--- config.mk ---
export PLATFORM = sky130hd
export DESIGN_NAME = usb_tx_scheduler_flat
export DESIGN_NICKNAME = d
export VERILOG_FILES = /design/src/rtl/usb_tx_scheduler_if.sv /design/src/rtl/usb_tx_scheduler.sv /design/src/flat_wrapper.sv
export SDC_FILE = /design/constraint.sdc
export NUM_CORES = 1
export LEC_CHECK = 0
export BUFFER_PORTS_ARGS = -buffer_cell sky130_fd_sc_hd__buf_2
export CAP_MARGIN = 15
export CELL_PAD_IN_SITES_DETAIL_PLACEMENT = 0
export CELL_PAD_IN_SITES_GLOBAL_PLACEMENT = 1
export CORE_UTILIZATION = 39
export DETAILED_ROUTE_END_ITERATION = 10
export PLACE_DENSITY = 0.88
export SETUP_SLACK_MARGIN = 0.3
export SKIP_CTS_REPAIR_TIMING = 1
export SYNTH_ARGS = -nofsm -noshare
export SYNTH_HDL_FRONTEND = slang
export SYNTH_SLANG_ARGS = --single-unit
--- constraint.sdc ---
create_clock -name clk -period 2.85 [get_ports clk]
set_input_delay 0 -clock clk [delete_from_list [all_inputs] [get_ports clk]]
set_output_delay 0 -clock clk [all_outputs]
set_load 0.01 [all_outputs]
--- src/rtl/usb_tx_scheduler_if.sv ---
`default_nettype none
// ============================================================================
// Module   : usb_tx_scheduler_if
// Purpose  : Bundles the endpoint request/FIFO side and the PHY TX channel
//            of the USB TX scheduler into one port.
// Revision : 1.0 - initial release
// ============================================================================
interface usb_tx_scheduler_if #(
  parameter int NUM_EP = 4,
  parameter int LEN_W  = 7
);
  logic                    usb_reset;
  logic [NUM_EP-1:0]       req;
  logic [4*NUM_EP-1:0]     pid;
  logic [LEN_W*NUM_EP-1:0] len;
  logic [NUM_EP-1:0]       gnt;
  logic [NUM_EP-1:0]       done;
  logic                    underrun;
  logic [8*NUM_EP-1:0]     fifo_q;
  logic [NUM_EP-1:0]       fifo_empty;
  logic [NUM_EP-1:0]       fifo_rdreq;
  logic [7:0]              tx_data;
  logic                    tx_valid;
  logic                    tx_ready;

  // Scheduler side: consumes requests and FIFO heads, drives the PHY
  modport master (
    input  usb_reset, req, pid, len, fifo_q, fifo_empty, tx_ready,
    output gnt, done, underrun, fifo_rdreq, tx_data, tx_valid
  );

  // Environment side: endpoints, FIFOs and PHY
  modport slave (
    output usb_reset, req, pid, len, fifo_q, fifo_empty, tx_ready,
    input  gnt, done, underrun, fifo_rdreq, tx_data, tx_valid
  );
endinterface
`default_nettype wire

--- src/rtl/usb_tx_scheduler.sv ---
`default_nettype none
// ============================================================================
// Module   : usb_tx_scheduler
// Purpose  : Round-robin arbiter and packet sequencer sharing one USB TX
//            channel between NUM_EP endpoints (PID, payload, CRC16).
// Revision : 1.0 - initial release
// ============================================================================
module usb_tx_scheduler #(
  parameter int NUM_EP = 4,
  parameter int LEN_W  = 7,
  parameter int GAP    = 16
) (
  input  logic              clk,
  input  logic              reset,
  usb_tx_scheduler_if.master bus
);

  localparam int EP_W  = (NUM_EP > 1) ? $clog2(NUM_EP) : 1;
  localparam int GAP_W = $clog2(GAP + 1);

  typedef enum logic [2:0] {
    S_IDLE     = 3'd0,
    S_PID      = 3'd1,
    S_DATA     = 3'd2,
    S_CRC_LO   = 3'd3,
    S_CRC_HI   = 3'd4,
    S_GAP_WAIT = 3'd5
  } state_t;

  state_t           state;
  logic [EP_W-1:0]  rr_ptr;
  logic [EP_W-1:0]  cur_ep;
  logic             is_data_pkt;
  logic [LEN_W-1:0] byte_cnt;
  logic [15:0]      crc;
  logic [GAP_W-1:0] gap_cnt;

  logic [3:0]       ep_pid [NUM_EP];
  logic [LEN_W-1:0] ep_len [NUM_EP];
  logic [7:0]       ep_q   [NUM_EP];

  logic             arb_found;
  logic [EP_W-1:0]  arb_sel;
  logic             cur_empty;
  logic [7:0]       cur_q;

  // Unpack the flat per-endpoint buses into arrays indexed by endpoint
  generate
    for (genvar i = 0; i < NUM_EP; i++) begin : g_unpack
      assign ep_pid[i] = bus.pid[4*i +: 4];
      assign ep_len[i] = bus.len[LEN_W*i +: LEN_W];
      assign ep_q[i]   = bus.fifo_q[8*i +: 8];
    end
  endgenerate

  assign cur_empty = bus.fifo_empty[cur_ep];
  assign cur_q     = ep_q[cur_ep];

  // CRC-16/USB update for one byte, reflected polynomial, LSB first
  function automatic logic [15:0] crc16_upd(input logic [15:0] c, input logic [7:0] d);
    logic [15:0] r;
    r = c ^ {8'h00, d};
    for (int b = 0; b < 8; b++) begin
      r = r[0] ? ((r >> 1) ^ 16'hA001) : (r >> 1);
    end
    return r;
  endfunction

  function automatic logic [NUM_EP-1:0] onehot(input logic [EP_W-1:0] i);
    logic [NUM_EP-1:0] v;
    v    = '0;
    v[i] = 1'b1;
    return v;
  endfunction

  // Round-robin search: first requester strictly after rr_ptr, wrapping
  always_comb begin
    int idx;
    arb_found = 1'b0;
    arb_sel   = '0;
    idx       = 0;
    for (int k = 1; k <= NUM_EP; k++) begin
      idx = int'(rr_ptr) + k;
      if (idx >= NUM_EP) idx = idx - NUM_EP;
      if (!arb_found && bus.req[EP_W'(idx)]) begin
        arb_found = 1'b1;
        arb_sel   = EP_W'(idx);
      end
    end
  end

  // Packet sequencer: grant, PID, payload, CRC, inter-packet gap
  always_ff @(posedge clk or posedge reset) begin
    if (reset) begin
      state        <= S_IDLE;
      rr_ptr       <= EP_W'(NUM_EP - 1);
      cur_ep       <= '0;
      is_data_pkt  <= 1'b0;
      byte_cnt     <= '0;
      crc          <= 16'hFFFF;
      gap_cnt      <= '0;
      bus.gnt      <= '0;
      bus.done     <= '0;
      bus.underrun <= 1'b0;
      bus.fifo_rdreq <= '0;
      bus.tx_data  <= 8'h00;
      bus.tx_valid <= 1'b0;
    end else if (bus.usb_reset) begin
      // Bus reset silently abandons any packet; arbitration history is kept
      state        <= S_IDLE;
      gap_cnt      <= '0;
      bus.gnt      <= '0;
      bus.done     <= '0;
      bus.underrun <= 1'b0;
      bus.fifo_rdreq <= '0;
      bus.tx_data  <= 8'h00;
      bus.tx_valid <= 1'b0;
    end else begin
      bus.done       <= '0;
      bus.underrun   <= 1'b0;
      bus.fifo_rdreq <= '0;
      case (state)
        S_IDLE: begin
          if (arb_found && gap_cnt == '0) begin
            cur_ep       <= arb_sel;
            rr_ptr       <= arb_sel;
            is_data_pkt  <= (ep_pid[arb_sel][1:0] == 2'b11);
            byte_cnt     <= ep_len[arb_sel];
            crc          <= 16'hFFFF;
            bus.gnt      <= onehot(arb_sel);
            bus.tx_data  <= {~ep_pid[arb_sel], ep_pid[arb_sel]};
            bus.tx_valid <= 1'b1;
            state        <= S_PID;
          end
        end
        S_PID, S_DATA: begin
          if (bus.tx_ready) begin
            if (state == S_PID && !is_data_pkt) begin
              bus.done     <= bus.gnt;
              bus.gnt      <= '0;
              bus.tx_valid <= 1'b0;
              bus.tx_data  <= 8'h00;
              gap_cnt      <= GAP_W'(GAP);
              state        <= S_GAP_WAIT;
            end else if (byte_cnt == '0) begin
              bus.tx_data <= ~crc[7:0];
              state       <= S_CRC_LO;
            end else if (cur_empty) begin
              // Starved mid-payload: end the packet without a CRC
              bus.done     <= bus.gnt;
              bus.underrun <= 1'b1;
              bus.gnt      <= '0;
              bus.tx_valid <= 1'b0;
              bus.tx_data  <= 8'h00;
              gap_cnt      <= GAP_W'(GAP);
              state        <= S_GAP_WAIT;
            end else begin
              // Next byte goes out the cycle after tx_ready; pop the FIFO head
              bus.tx_data    <= cur_q;
              bus.fifo_rdreq <= onehot(cur_ep);
              byte_cnt       <= byte_cnt - 1'b1;
              crc            <= crc16_upd(crc, cur_q);
              state          <= S_DATA;
            end
          end
        end
        S_CRC_LO: begin
          if (bus.tx_ready) begin
            bus.tx_data <= ~crc[15:8];
            state       <= S_CRC_HI;
          end
        end
        S_CRC_HI: begin
          if (bus.tx_ready) begin
            bus.done     <= bus.gnt;
            bus.gnt      <= '0;
            bus.tx_valid <= 1'b0;
            bus.tx_data  <= 8'h00;
            gap_cnt      <= GAP_W'(GAP);
            state        <= S_GAP_WAIT;
          end
        end
        S_GAP_WAIT: begin
          if (gap_cnt <= GAP_W'(1)) state <= S_IDLE;
          if (gap_cnt != '0) gap_cnt <= gap_cnt - 1'b1;
        end
        default: state <= S_IDLE;
      endcase
    end
  end

endmodule
`default_nettype wire

--- src/flat_wrapper.sv ---
// flat-port wrapper written by rule: the top's interface ports become plain ports
module usb_tx_scheduler_flat 
#(
  parameter int NUM_EP = 4,
  parameter int LEN_W  = 7,
  parameter int GAP    = 16
)
  (clk, reset, bus_usb_reset, bus_req, bus_pid, bus_len, bus_fifo_q, bus_fifo_empty, bus_tx_ready, bus_gnt, bus_done, bus_underrun, bus_fifo_rdreq, bus_tx_data, bus_tx_valid);
  usb_tx_scheduler_if #(.NUM_EP(NUM_EP), .LEN_W(LEN_W)) bus_i ();
  input  logic clk;
  input  logic reset;
  input wire logic [$bits(bus_i.usb_reset)-1:0] bus_usb_reset;
  input wire logic [$bits(bus_i.req)-1:0] bus_req;
  input wire logic [$bits(bus_i.pid)-1:0] bus_pid;
  input wire logic [$bits(bus_i.len)-1:0] bus_len;
  input wire logic [$bits(bus_i.fifo_q)-1:0] bus_fifo_q;
  input wire logic [$bits(bus_i.fifo_empty)-1:0] bus_fifo_empty;
  input wire logic [$bits(bus_i.tx_ready)-1:0] bus_tx_ready;
  output wire logic [$bits(bus_i.gnt)-1:0] bus_gnt;
  output wire logic [$bits(bus_i.done)-1:0] bus_done;
  output wire logic [$bits(bus_i.underrun)-1:0] bus_underrun;
  output wire logic [$bits(bus_i.fifo_rdreq)-1:0] bus_fifo_rdreq;
  output wire logic [$bits(bus_i.tx_data)-1:0] bus_tx_data;
  output wire logic [$bits(bus_i.tx_valid)-1:0] bus_tx_valid;
  assign bus_i.usb_reset = bus_usb_reset;
  assign bus_i.req = bus_req;
  assign bus_i.pid = bus_pid;
  assign bus_i.len = bus_len;
  assign bus_i.fifo_q = bus_fifo_q;
  assign bus_i.fifo_empty = bus_fifo_empty;
  assign bus_i.tx_ready = bus_tx_ready;
  assign bus_gnt = bus_i.gnt;
  assign bus_done = bus_i.done;
  assign bus_underrun = bus_i.underrun;
  assign bus_fifo_rdreq = bus_i.fifo_rdreq;
  assign bus_tx_data = bus_i.tx_data;
  assign bus_tx_valid = bus_i.tx_valid;
  usb_tx_scheduler #(.NUM_EP(NUM_EP), .LEN_W(LEN_W), .GAP(GAP)) u_core (.clk(clk), .reset(reset), .bus(bus_i));
endmodule
==> out/summary.log <==
[run_status] status completed
[worst_setup_path] CP max-delay cell mux4_2
[worst_setup_path] r2r startpoint u_core.cur_ep[0]
[layout] fraction of final layout cells sized beyond drive strength 1 35.6%
[synth] EDFF count, synth 0
[layout] count of fill cells added during filler insertion 937
[sta] Worst-Margin Slew 1.03 ns
[power_and_ir_drop] internal power summed over all cells 3.19 mW
[synth] yosys warns 0
[global_route] met2 demand-to-capacity share in global routing 36.4%
[global_route] pin count of the biggest net entering global routing 50
[global_route] GR Overflow Total 0
[worst_hold_path] HP Class primary input to flip-flop
[die] floorplan die area 10500 µm²
[drt] average detailed-routed wire length per instance 15.7 µm
[layout] final net count 643
[sta] final worst path period share 86.2%
[worst_setup_path] Crit path depth 7
[layout] Post-Layout Cell Count 689
[drt] vias post-DR 3755
[clocking] clock insertion delay at the later pin of the skew report 0.35 ns
[global_route] most crowded layer after global routing met2
[sta] total negative slack 0 ns
[power_and_ir_drop] Seq pwr share 27.5%
[die] Die Width 102 µm
[synth] register bit count reported by yosys 58
[power_and_ir_drop] Pwr Density 1170 nW/µm²
[worst_setup_path] critical path class flip-flop to flip-flop
[worst_setup_path] Worst EP required 3.12 ns
[synth] most used flip-flop cell after synthesis dfrtp_1
[synth] average size of a mapped cell 9.01 µm²
[drt] number of vias per cell after detailed routing 5.45
[worst_setup_path] cell with the most instances on the worst path xnor2_2
[placed_design] GPL Wtd Cong 0.901
[clocking] count of clock tree sinks 58
[flow_run] number of violations of the max-capacitance limit 0
[sta] upper clock frequency limit 407 MHz
[power_and_ir_drop] Logic pwr share 60.9%
[layout] post-route cell area 5000 µm²
[synth] Mapped Area 3930 µm²
[sta] setup-violating endpoint count in the final report 0
[worst_setup_path] data arrival at the endpoint of the critical path 2.73 ns
[global_route] number of antenna violations at the first check in global routing 0
[sta] Max transition margin 31.3%
[sta] final-report hold violation count 0
[drt] count of routing violations after the opening detailed-route iteration 142
[drt] DRC viols 0
[worst_setup_path] R2R Setup Slk 0.39 ns
[clocking] number of CTS-inserted buffers 9
[global_route] total global routing track utilization 21.5%
[power_and_ir_drop] maximum vdd ir drop 0.600 mV
[synth] most numerous cell in the Yosys netlist nor2_1
[placed_design] standard cell area after detailed placement 4670 µm²
[global_route] global-route wire length before repair 17100 µm
[synth] count of different cell masters after synthesis 58
[synth] leading area contributor after synthesis dfrtp_1
[worst_setup_path] highest fanout seen on the critical path 9
[power_and_ir_drop] leakage 2.31 nW
[layout] area growth from synthesis to layout 27.4%
[clocking] Clk Tree Root Cell clkbuf_8
[drt] number of optimization iterations in the first detailed-route pass 5
[placed_design] total instance count after detailed placement 667
[sta] fin. max-slew vios 0
[sta] Clock Skew 0.0115 ns
[die] vertical extent of the die 102 µm
[die] io pins 110
[drt] DRT antenna net count 0
[worst_hold_path] worst hold start bus_usb_reset
[die] Core Box Area 9770 µm²
[global_route] via count of the first global-routing pass 3627
[worst_setup_path] capturing point of the worst reg2reg path u_core.crc[14]
[clocking] CTS tree done
[global_route] met1 Track Usage GR 27.2%
[worst_setup_path] crit path capture u_core.crc[14]
[worst_setup_path] crit-path cells mux4_2 -> xnor2_2 -> xnor2_2 -> xor2_1 -> xnor2_2 -> xor2_1 -> a21oi_1
[die] site row count 36
[worst_setup_path] kind of end point of the critical path flip-flop
[clocking] Max Root-Sink Buffers 2
[sta] fin crit period 2.46 ns
[worst_setup_path] number of cells on the worst reg-to-reg path 7
[worst_setup_path] category of the worst setup path launch point flip-flop
[synth] Post-synth top cells nor2_1 (57), a21oi_1 (42), dfrtp_1 (40)
[placed_design] Port Buf Inserts 109
[synth] async set-reset flop share out of synthesis 100%
[drt] sum of routed wire length over all layers 10800 µm
[synth] share of synthesized area occupied by flip-flops and latches 37.5%
[power_and_ir_drop] Net Sw Frac 45.3%
[worst_setup_path] slowest cell delay on critical path 0.58 ns
[worst_setup_path] Bufs and invs on worst path 0
[synth] Synth Instances 436
[synth] area share of the largest cell type after synthesis 25.5%
[power_and_ir_drop] switching power 2.64 mW
[global_route] met3 layer usage reported by global route 5.13%
[worst_setup_path] critical path startpoint u_core.cur_ep[0]
[synth] Area contributors post-synth dfrtp_1 (25%), dfstp_2 (12%), mux2i_1 (5.9%)
[clocking] clock transition at the register clock pins on the worst setup and hold paths after CTS 0.07 ns
[layout] count of inserted antenna diode cells 0
[sta] unrepaired setup endpoints after global routing true
[power_and_ir_drop] clock share of power 11.5%
[clocking] CTS H-tree lvls 3
[synth] Mapped Nets 528
[placed_design] estimated wirelength of the detail-placed design 8050 µm
[power_and_ir_drop] total power draw 5.83 mW
[die] Starting Density 40.2%
[worst_setup_path] gate family responsible for the most delay along the worst path XOR/XNOR gates
[layout make-up]
type                            instances  area, µm²  area share (%)
Sequential cell                        58       1480            29.6
Multi-Input combinational cell        342       2410            48.2
Timing Repair Buffer                  130        736            14.7
Tap cell                              133        166            3.33
Clock inverter                          5       30.0           0.600
Inverter                               10       37.5           0.750
Clock buffer                           11        141            2.83
[cell usage in the layout (no fill, tap or decap), types with 5 or more instances in the layout]
| cell type | count |
|---|---|
| and2_1 | 6 |
| a21oi_1 | 42 |
| o21ai_0 | 25 |
| dfrtp_1 | 38 |
| o31ai_1 | 6 |
| buf_2 | 109 |
| mux4_2 | 9 |
| a21o_1 | 8 |
| a22o_1 | 5 |
| nor2b_1 | 9 |
| xnor2_1 | 13 |
| nand3_1 | 6 |
| nand2_1 | 32 |
| a31oi_1 | 12 |
| nor2_1 | 56 |
| nand2b_1 | 9 |
| buf_4 | 18 |
| clkbuf_8 | 10 |
| a211oi_1 | 8 |
| mux2i_1 | 23 |
| dfstp_2 | 18 |
| inv_1 | 9 |
| xnor2_2 | 7 |
[logic make-up after synthesis]
family | after synthesis | synth area share [%]
compound gates | 134 | 21.8
xor+xnor | 24 | 5.73
fa+ha+maj | 4 | 1.27
buf+inv | 36 | 4.01
flops | 58 | 37.5
mux | 35 | 11.9
simple gates | 145 | 17.8
[power groups by stage]
stage	Combinational [mW]	Sequential, mW	Clock (mW)
2_1_floorplan	2.63	1.44	0
3_3_place_gp	3.26	1.57	0
3_5_place_dp	3.30	1.58	0
4_1_cts	3.31	1.57	0.693
5_1_grt	3.88	1.66	0.728
6_report	3.55	1.61	0.673
[how the worst min path moves through the flow]
stage | endpoint | slack, ns | cells after the start
global route | u_core.gap_cnt[4] | 0.02 | 2
detailed placement | u_core.cur_ep[1] | 0.32 | 2
floorplan | u_core.bus.underrun | 0.15 | 2
global placement | u_core.bus.fifo_rdreq[1] | 0.30 | 2
finish | u_core.gap_cnt[4] | 0.02 | 2
CTS | u_core.bus.fifo_rdreq[2] | -0.06 | 2
[state kept, by name (all words and copies together), names as in the netlist, 2 cells and up]
register               count
u_core.bus.gnt             4
u_core.bus.tx_data         8
u_core.bus.done            4
u_core.byte_cnt            7
u_core.crc                16
u_core.rr_ptr              2
u_core.bus.fifo_rdreq      4
u_core.state               3
u_core.cur_ep              2
u_core.gap_cnt             5
[through the flow]
step	util [%]	setup WS, ns	hold WS (ns)
2_1_floorplan	-	0.468	0.151
3_3_place_gp	47.8	0.135	0.299
3_5_place_dp	47.8	-0.0255	0.316
4_1_cts	49.5	-0.0609	-0.0612
5_1_grt	51.2	0.241	0.0215
6_report	51.2	0.394	0.0226
[layer usage]
layer	wire length, µm	share of wire, %	vias to the layer above
li1	-	-	1809
met1	4810	45	1805
met2	5220	48	127
met3	618	5.7	14
met4	146	1.4	0
met5	0	0	-
No activity file was read; power rests on OpenSTA's default activity.
